<file path="config.mk">
export PLATFORM = sky130hd
export DESIGN_NAME = adpcm_addc
export DESIGN_NICKNAME = d
export VERILOG_FILES = /design/src/rtl/adpcm_addc_pkg.sv /design/src/rtl/adpcm_sm2tc.sv /design/src/rtl/adpcm_addc.sv
export SDC_FILE = /design/constraint.sdc
export NUM_CORES = 1
export LEC_CHECK = 0
export ABC_AREA = 1
export BUFFER_PORTS_ARGS = -buffer_cell sky130_fd_sc_hd__buf_2
export CAP_MARGIN = 25
export CELL_PAD_IN_SITES_DETAIL_PLACEMENT = 1
export CELL_PAD_IN_SITES_GLOBAL_PLACEMENT = 2
export CORE_MARGIN = 2
export CORE_UTILIZATION = 27
export DETAILED_ROUTE_END_ITERATION = 10
export PLACE_DENSITY = 0.92
export SYNTH_ARGS = -nofsm -noshare
export SYNTH_HDL_FRONTEND = slang
export SYNTH_SLANG_ARGS = --single-unit
</file>
<file path="constraint.sdc">
create_clock -name vclk -period 5.6
set_input_delay 0.56 -clock vclk [all_inputs]
set_output_delay 0.56 -clock vclk [all_outputs]
set_load 0.05 [all_outputs]
</file>
<file path="src/rtl/adpcm_addc_pkg.sv">
// adpcm_addc_pkg: shared ADPCM widths and small helpers used by the
// reconstruction-path blocks.
package adpcm_addc_pkg;

   // Quantized difference, sign-magnitude (sign in MSB).
   localparam int unsigned DqWidth  = 16;
   // Partial signal estimate, two's complement.
   localparam int unsigned SezWidth = 15;
   // Internal sum width; carry-out beyond this is discarded.
   localparam int unsigned SumWidth = 16;

   // Sign-extend the partial signal estimate to the sum width.
   function automatic logic [SumWidth-1:0] sez_ext(input logic [SezWidth-1:0] sez);
      return {{(SumWidth - SezWidth){sez[SezWidth-1]}}, sez};
   endfunction

endpackage

</file>
<file path="src/rtl/adpcm_sm2tc.sv">
// adpcm_sm2tc: sign-magnitude to two's-complement converter.
// Ports:
//   sm_i - sign-magnitude input, MSB is the sign (1 = negative)
//   tc_o - two's-complement result; negative zero maps to zero
module adpcm_sm2tc
   import adpcm_addc_pkg::*;
(
   input  logic [DqWidth-1:0] sm_i,
   output logic [DqWidth-1:0] tc_o
);

   logic [DqWidth-1:0] mag;

   assign mag = {1'b0, sm_i[DqWidth-2:0]};

   // Negating a zero magnitude yields zero, so negative zero needs no special case.
   always_comb begin
      tc_o = mag;
      if (sm_i[DqWidth-1]) begin
         tc_o = (~mag) + {{(DqWidth-1){1'b0}}, 1'b1};
      end
   end

endmodule

</file>
<file path="src/rtl/adpcm_addc.sv">
// adpcm_addc: adds the quantized difference DQ (sign-magnitude) to the partial
// signal estimate SEZ (two's complement) and reports the sign and zero-ness
// of the wrapped 16-bit sum. Purely combinational; clk/reset and scan ports
// exist only for the uniform block interface and later scan stitching.
// Ports:
//   clk, reset            - block clock / synchronous active-high reset (unused)
//   DQ                    - quantized difference, sign-magnitude
//   SEZ                   - partial signal estimate, two's complement
//   PK0                   - sign of DQ+SEZ (1 = negative)
//   SIGPK                 - 1 when DQ+SEZ is zero
//   scan_enable/test_mode - DFT controls, no functional effect
//   scan_in0..4           - scan chain inputs
//   scan_out0..4          - scan chain outputs, tied low until DFT insertion
module adpcm_addc
   import adpcm_addc_pkg::*;
(
   input  logic                clk,
   input  logic                reset,
   input  logic [DqWidth-1:0]  DQ,
   input  logic [SezWidth-1:0] SEZ,
   output logic                PK0,
   output logic                SIGPK,
   input  logic                scan_enable,
   input  logic                test_mode,
   input  logic                scan_in0,
   input  logic                scan_in1,
   input  logic                scan_in2,
   input  logic                scan_in3,
   input  logic                scan_in4,
   output logic                scan_out0,
   output logic                scan_out1,
   output logic                scan_out2,
   output logic                scan_out3,
   output logic                scan_out4
);

   logic [DqWidth-1:0]  dqi;
   logic [SumWidth-1:0] sezi;
   logic [SumWidth-1:0] dqsez;

   adpcm_sm2tc u_sm2tc (
      .sm_i (DQ),
      .tc_o (dqi)
   );

   assign sezi  = sez_ext(SEZ);
   // Modulo-2^16 add: carry-out dropped, no saturation.
   assign dqsez = dqi + sezi;

   assign PK0   = dqsez[SumWidth-1];
   assign SIGPK = (dqsez == '0);

   assign scan_out0 = 1'b0;
   assign scan_out1 = 1'b0;
   assign scan_out2 = 1'b0;
   assign scan_out3 = 1'b0;
   assign scan_out4 = 1'b0;

   // Interface-only inputs, reduced so they are visibly consumed.
   logic unused_inputs;
   assign unused_inputs = ^{clk, reset, scan_enable, test_mode,
                            scan_in0, scan_in1, scan_in2, scan_in3, scan_in4};

endmodule

</file>
==> impl_metrics.yaml, run 1 <==
status:
  status: "completed"
detailed_routing:
  wl_per_cell_um: 10.25
  postRouteAntennaNets: 0
  drt-initial-drc-count: 20
  dr.pass1.iters: 4
  via_per_inst: 4.397
  vias: 1605
  drc_errors: 0
  postRouteWirelength_um: 3740
logic_synthesis:
  synth_cell_types: 28
  synth_top_cell_by_area: "nand2_1"
  synth.avg_cell_area_um2: 5.251
  synth_fa_ha_area_share_pct: 16.79
  synth_area_leaders: "nand2_1, ha_1, inv_1"
  ys_warn_count: 0
  synth-compound-area-share_pct: 10.29
  synthSimpleGateAreaFrac_pct: 46.93
  synth_most_common_cell: "nand2_1"
  synthTopCellsByCount: "nand2_1, inv_1, nor2_1"
  synth_top_family_by_area: "simple AND/OR/NAND/NOR gates"
  syn_inst: 264
  synth-xor-area-share_pct: 9.477
  synth_top_cell_area_share_pct: 24.10
  syn-cell-area_mm2: 0.001386
  ys_seq_area_share_pct: 0
  synthMuxAreaShare_pct: 0
global_routing:
  antenna_found_initial: 0
  grt_pass1_wl_um: 6382
  grt_pass1_vias: 1515
  overflow: 0
  track_usage_pct: 13.78
  grt_max_degree: 13
sta:
  holdWs_ps: 1716
  final-hold-violation-count: 0
  grt_setup_unrepaired: "false"
  timing.final.crit_share_pct: 67.72
  drv_slew: 0
  final.setup.tns_ps: 0
  clock.fmax_mhz: 263.7
  period_needed_ps: 3792
  setup_violations: 0
clock_tree:
  ctsResizeCount: 0
  hold_buffers: 0
  cts_setup_buffers: 0
power_and_ir_drop:
  leakagePower_nw: 0.9815
  power_density_mw_per_mm2: 131.3
  ir_drop_uv: 48.12
placement:
  post-dp-hpwl_um: 3492
  numPortBuffers: 33
  place_congestion: 0.7804
hold_path:
  hold_path.class: "primary input to primary output"
cells_and_area:
  seq_area_um2: 0
  seq_cells: 0
  diodes: 0
  n_fill_cell: 714
  syn2layout_area_growth_pct: 16.34
  clkbuf_count: 0
  drive_gt1_share_pct: 15.25
  fin_nets: 355
floorplanning:
  start_util_pct: 27.49
  dieArea_mm2: 0.005724
  coreArea_mm2: 0.005042
  die_w_um: 75.66
  pin_count: 47
  dieHeight_um: 75.66
  num_rows: 26
setup_path:
  critPathArrivalTime_ps: 3230
  startpoint: "DQ[3]"
  critical_path_peak_fanout: 5
  cp-end-kind: "primary output"
  crit_path_start_kind: "primary input"
  crit_end: "SIGPK"
  critical_path_class: "primary input to primary output"
  worstPathRequired_ps: 5040
flow_run:
  max_cap_violations: 0
## worst min-delay path by stage
stage / from / endpoint / cells past startpoint
detailed placement: SEZ[14] / PK0 / 7
floorplan: SEZ[14] / PK0 / 5
global route: SEZ[14] / PK0 / 7
CTS: SEZ[14] / PK0 / 7
global placement: SEZ[14] / PK0 / 7
finish: SEZ[14] / PK0 / 7
## cells in the final DEF (no fill, tap or decap)
cell type	instances
nand3_1	15
nand4_1	4
ha_1	17
nand3b_1	1
a21o_1	1
o21bai_1	4
o21ai_0	3
o211ai_1	1
inv_1	49
conb_1	5
buf_2	33
o31ai_1	1
nand2_2	7
nand2_1	89
nor3_4	1
xor2_1	10
xnor2_1	5
a21oi_2	1
nor3_1	4
nor2_2	2
a31oi_1	1
a21oi_1	11
fa_1	1
nand3_2	1
and2_1	2
nor2_1	25
o21ai_1	1
## metal layers
metal  vias to the layer above  global-route usage (%)  wire, um
met5                         -                       0         0
met4                         0                       0         0
met3                         0                       0        56
met2                        16                   24.83      1777
met1                       718                   19.73      1906
li1                        871                       -         -
## worst max-delay path, stage by stage
cell and delay [ps]:
buf_2 120, nor2_2 160, nand3_2 120, nor3_4 200, a21oi_1 130, nor2_1 180
o21ai_1 110, xor2_1 160, ha_1 350, nand2_1 110, inv_1 40, nand2_1 60
nand2_1 50, a21oi_1 190, nand2_1 80, nand2_1 60, nand4_1 70, nor2_1 90
nand2_1 60, nor2_1 70, buf_2 260
## kinds of logic (layout without fill, tap and decap cells)
family / count (synthesis) / count (layout)
other cells: 1 / 5
compound gates: 24 / 24
buf+inv: 55 / 82
simple gates: 151 / 151
xor+xnor: 15 / 15
fa+ha+maj: 18 / 18
## final cells by class
| cell class | instances | area, um^2 | share of cell area (%) |
|---|---|---|---|
| multi-input cells | 213 | 1176 | 72.92 |
| inverters | 49 | 183.9 | 11.40 |
| repair buffers | 33 | 165.2 | 10.24 |
| well taps | 70 | 87.58 | 5.431 |
## power breakdown
group / internal (W) / switching, W / total [W]
clock: 0 / 0 / 0
sequential: 0 / 0 / 0
combinational: 0.0000760 / 0.000136 / 0.000212
total: 0.0000760 / 0.000136 / 0.000212
## through the flow
| step | total power (W) | util [%] | area (um^2) | cells | setup WS [ps] |
|---|---|---|---|---|---|
| after floorplan | 0.0001617 | - | 1401 | 268 | 1973 |
| after global placement | 0.0002080 | 31.99 | 1613 | 365 | 1832 |
| after detailed placement | 0.0002139 | 31.99 | 1613 | 365 | 1777 |
| after CTS | 0.0002148 | 31.99 | 1613 | 365 | 1765 |
| after global routing | 0.0002436 | 31.99 | 1613 | 365 | 1502 |
| final | 0.0002118 | 31.99 | 1613 | 365 | 1808 |
Power figures use the tool's default switching activity.
==> inputs of run 2 (changes only) <==
Settings changed: ABC_AREA 1 to 0, PLACE_DENSITY 0.92 to 0.87.
Clock period 5.6 ns to 3.9 ns, I/O delays scaled along.
==> impl_metrics.yaml, run 2 <==
floorplanning:
  num_rows: 23
  dieHeight_um: 69.40
  pin_count: 47
  die_w_um: 69.40
  start_util_pct: 28.46
  dieArea_mm2: 0.004816
  coreArea_mm2: 0.004058
cells_and_area:
  diodes: 0
  n_fill_cell: 510
  seq_area_um2: 0
  final_cell_mix: "buf_4, buf_2, xnor2_1, ha_1"
  clkbuf_count: 0
  multi_input_area_mm2: 0.001225
  drive_gt1_share_pct: 43.22
  seq_cells: 0
  layout_commonest_cell: "buf_4"
  fin_util_pct: 46.32
  fin_nets: 296
  syn2layout_area_growth_pct: 62.73
  stdcell_count: 286
  stdcell_area_mm2: 0.001879
setup_path:
  worstPathRequired_ps: 3510
  cpMostUsedCell: "buf_6"
  slowest_delay_ps: 540
  critPathArrivalTime_ps: 3850
  cp-end-kind: "primary output"
  crit_slowest_cell: "or4_4"
  critical_path_peak_fanout: 6
  crit_path_start_kind: "primary input"
  critical_path_class: "primary input to primary output"
  crit_buf_inv: 3
  cp_top_family: "simple AND/OR/NAND/NOR gates"
  crit_chain: "buf_6 > or4_4 > or4_4 > or2_4 > nand2_4 > xnor2_2 > ha_1 > buf_6 > o21ai_0 > o21bai_1 > o21ai_1 > mux2_2 > a311o_1 > nor4bb_4 > buf_6"
logic_synthesis:
  synthTopCellsByCount: "ha_1, xnor2_1, o21ai_0"
  synth.avg_cell_area_um2: 7.173
  synth_area_leaders: "ha_1, xnor2_1, o21ai_0"
  ys_seq_area_share_pct: 0
  syn-cell-area_mm2: 0.001155
  synth_cell_types: 47
  syn_inst: 161
  ys_warn_count: 0
  synth_top_cell_by_area: "ha_1"
  synth_top_cell_area_share_pct: 18.42
sta:
  fin_ws_ps: -342.5
  timing.final.crit_share_pct: 108.8
  grt_setup_unrepaired: "true"
  period_needed_ps: 4242
  final-hold-violation-count: 0
  drv_slew: 0
  setup_violations: 2
  clock.fmax_mhz: 235.7
clock_tree:
  hold_buffers: 0
global_routing:
  grt_pass1_vias: 1516
  track_usage_pct: 15.65
  overflow: 0
  antenna_found_initial: 0
  grt_max_degree: 11
  grt_pass1_wl_um: 6492
detailed_routing:
  postRouteWirelength_um: 4141
  dr.pass1.iters: 4
  postRouteAntennaNets: 0
  vias: 1465
  via_per_inst: 5.122
  drt-initial-drc-count: 35
  drc_errors: 0
  wl_per_cell_um: 14.48
power_and_ir_drop:
  power_density_mw_per_mm2: 208.7
  ir_drop_uv: 68.99
  leakagePower_nw: 0.8524
  p_total_w: 0.0003922
placement:
  dp_slack_ps: -556.4
  post-dp-hpwl_um: 3398
  dpl.cell_count: 280
  numPortBuffers: 33
  place_area_mm2: 0.001695
  place_congestion: 0.8615
hold_path:
  hold_start: "SEZ[14]"
  worstHoldEndpoint: "SIGPK"
  hold_depth: 5
  hold_path.class: "primary input to primary output"
status:
  status: "finished with violations"
  violations: "negative setup slack"
flow_run:
  max_cap_violations: 0
==> run 2: per-stage QoR <==
step	TNS, ps	hold WS [ps]
floorplan	-325.6	1146
global placement	-610.7	1397
detailed placement	-740.2	1418
CTS	-331.3	1386
global route	-834.7	1487
finish	-530.3	1433
==> run 2: cell families after synthesis <==
logic type,count (synthesis),share of synthesized area [%]
AO/OA/AOI/OAI,56,33.48
AND/OR/NAND/NOR,45,20.48
XOR/XNOR,19,15.06
buffers and inverters,19,7.801
adder cells (fa/ha/maj),18,20.15
multiplexers,3,2.709
other,1,0.3247
==> run 2: final cells by class <==
cell class | count | share of cell area [%]
Inverter | 11 | 2.197
Multi-Input combinational cell | 146 | 65.18
Tap cell | 50 | 3.329
Timing Repair Buffer | 79 | 29.29
==> run 2: where the power goes <==
part           internal (W)  switching (W)  total [W]
Combinational      0.000191       0.000201   0.000392
Sequential                0              0          0
Clock                     0              0          0
==> run 2: worst max path at each step <==
stage | cells after the start | to | start | slack (ps)
3_5_place_dp | 17 | SIGPK | DQ[1] | -560
2_1_floorplan | 13 | SIGPK | DQ[3] | -330
3_3_place_gp | 17 | SIGPK | DQ[1] | -450
4_1_cts | 15 | SIGPK | DQ[3] | -330
5_1_grt | 15 | SIGPK | DQ[3] | -540
6_report | 15 | SIGPK | DQ[3] | -340
==> run 2: what timing repair did <==
| action | 4_1_cts | 5_1_grt |
|---|---|---|
| resized for setup | 12 | 16 |
| pin swaps | 4 | 6 |
| setup buffers | 2 | 4 |
| endpoints found under the hold margin | 0 | 0 |
| endpoints found under the setup margin | 2 | 2 |
==> run 2: worst min-delay path, delay by kind of cell <==
family                    cells  cell delay [ps]
xor gates and xnor gates      2              360
buffers and inverters         2              240
and+or+nand+nor               1               50
==> run 2: layer usage <==
| layer | vias up | GRT usage, % | wire (um) |
|---|---|---|---|
| li1 | 747 | - | - |
| met1 | 689 | 19.84 | 1875 |
| met2 | 27 | 30.66 | 2148 |
| met3 | 2 | 0.2907 | 110 |
| met4 | 0 | 0.6536 | 7 |
| met5 | - | 0 | 0 |
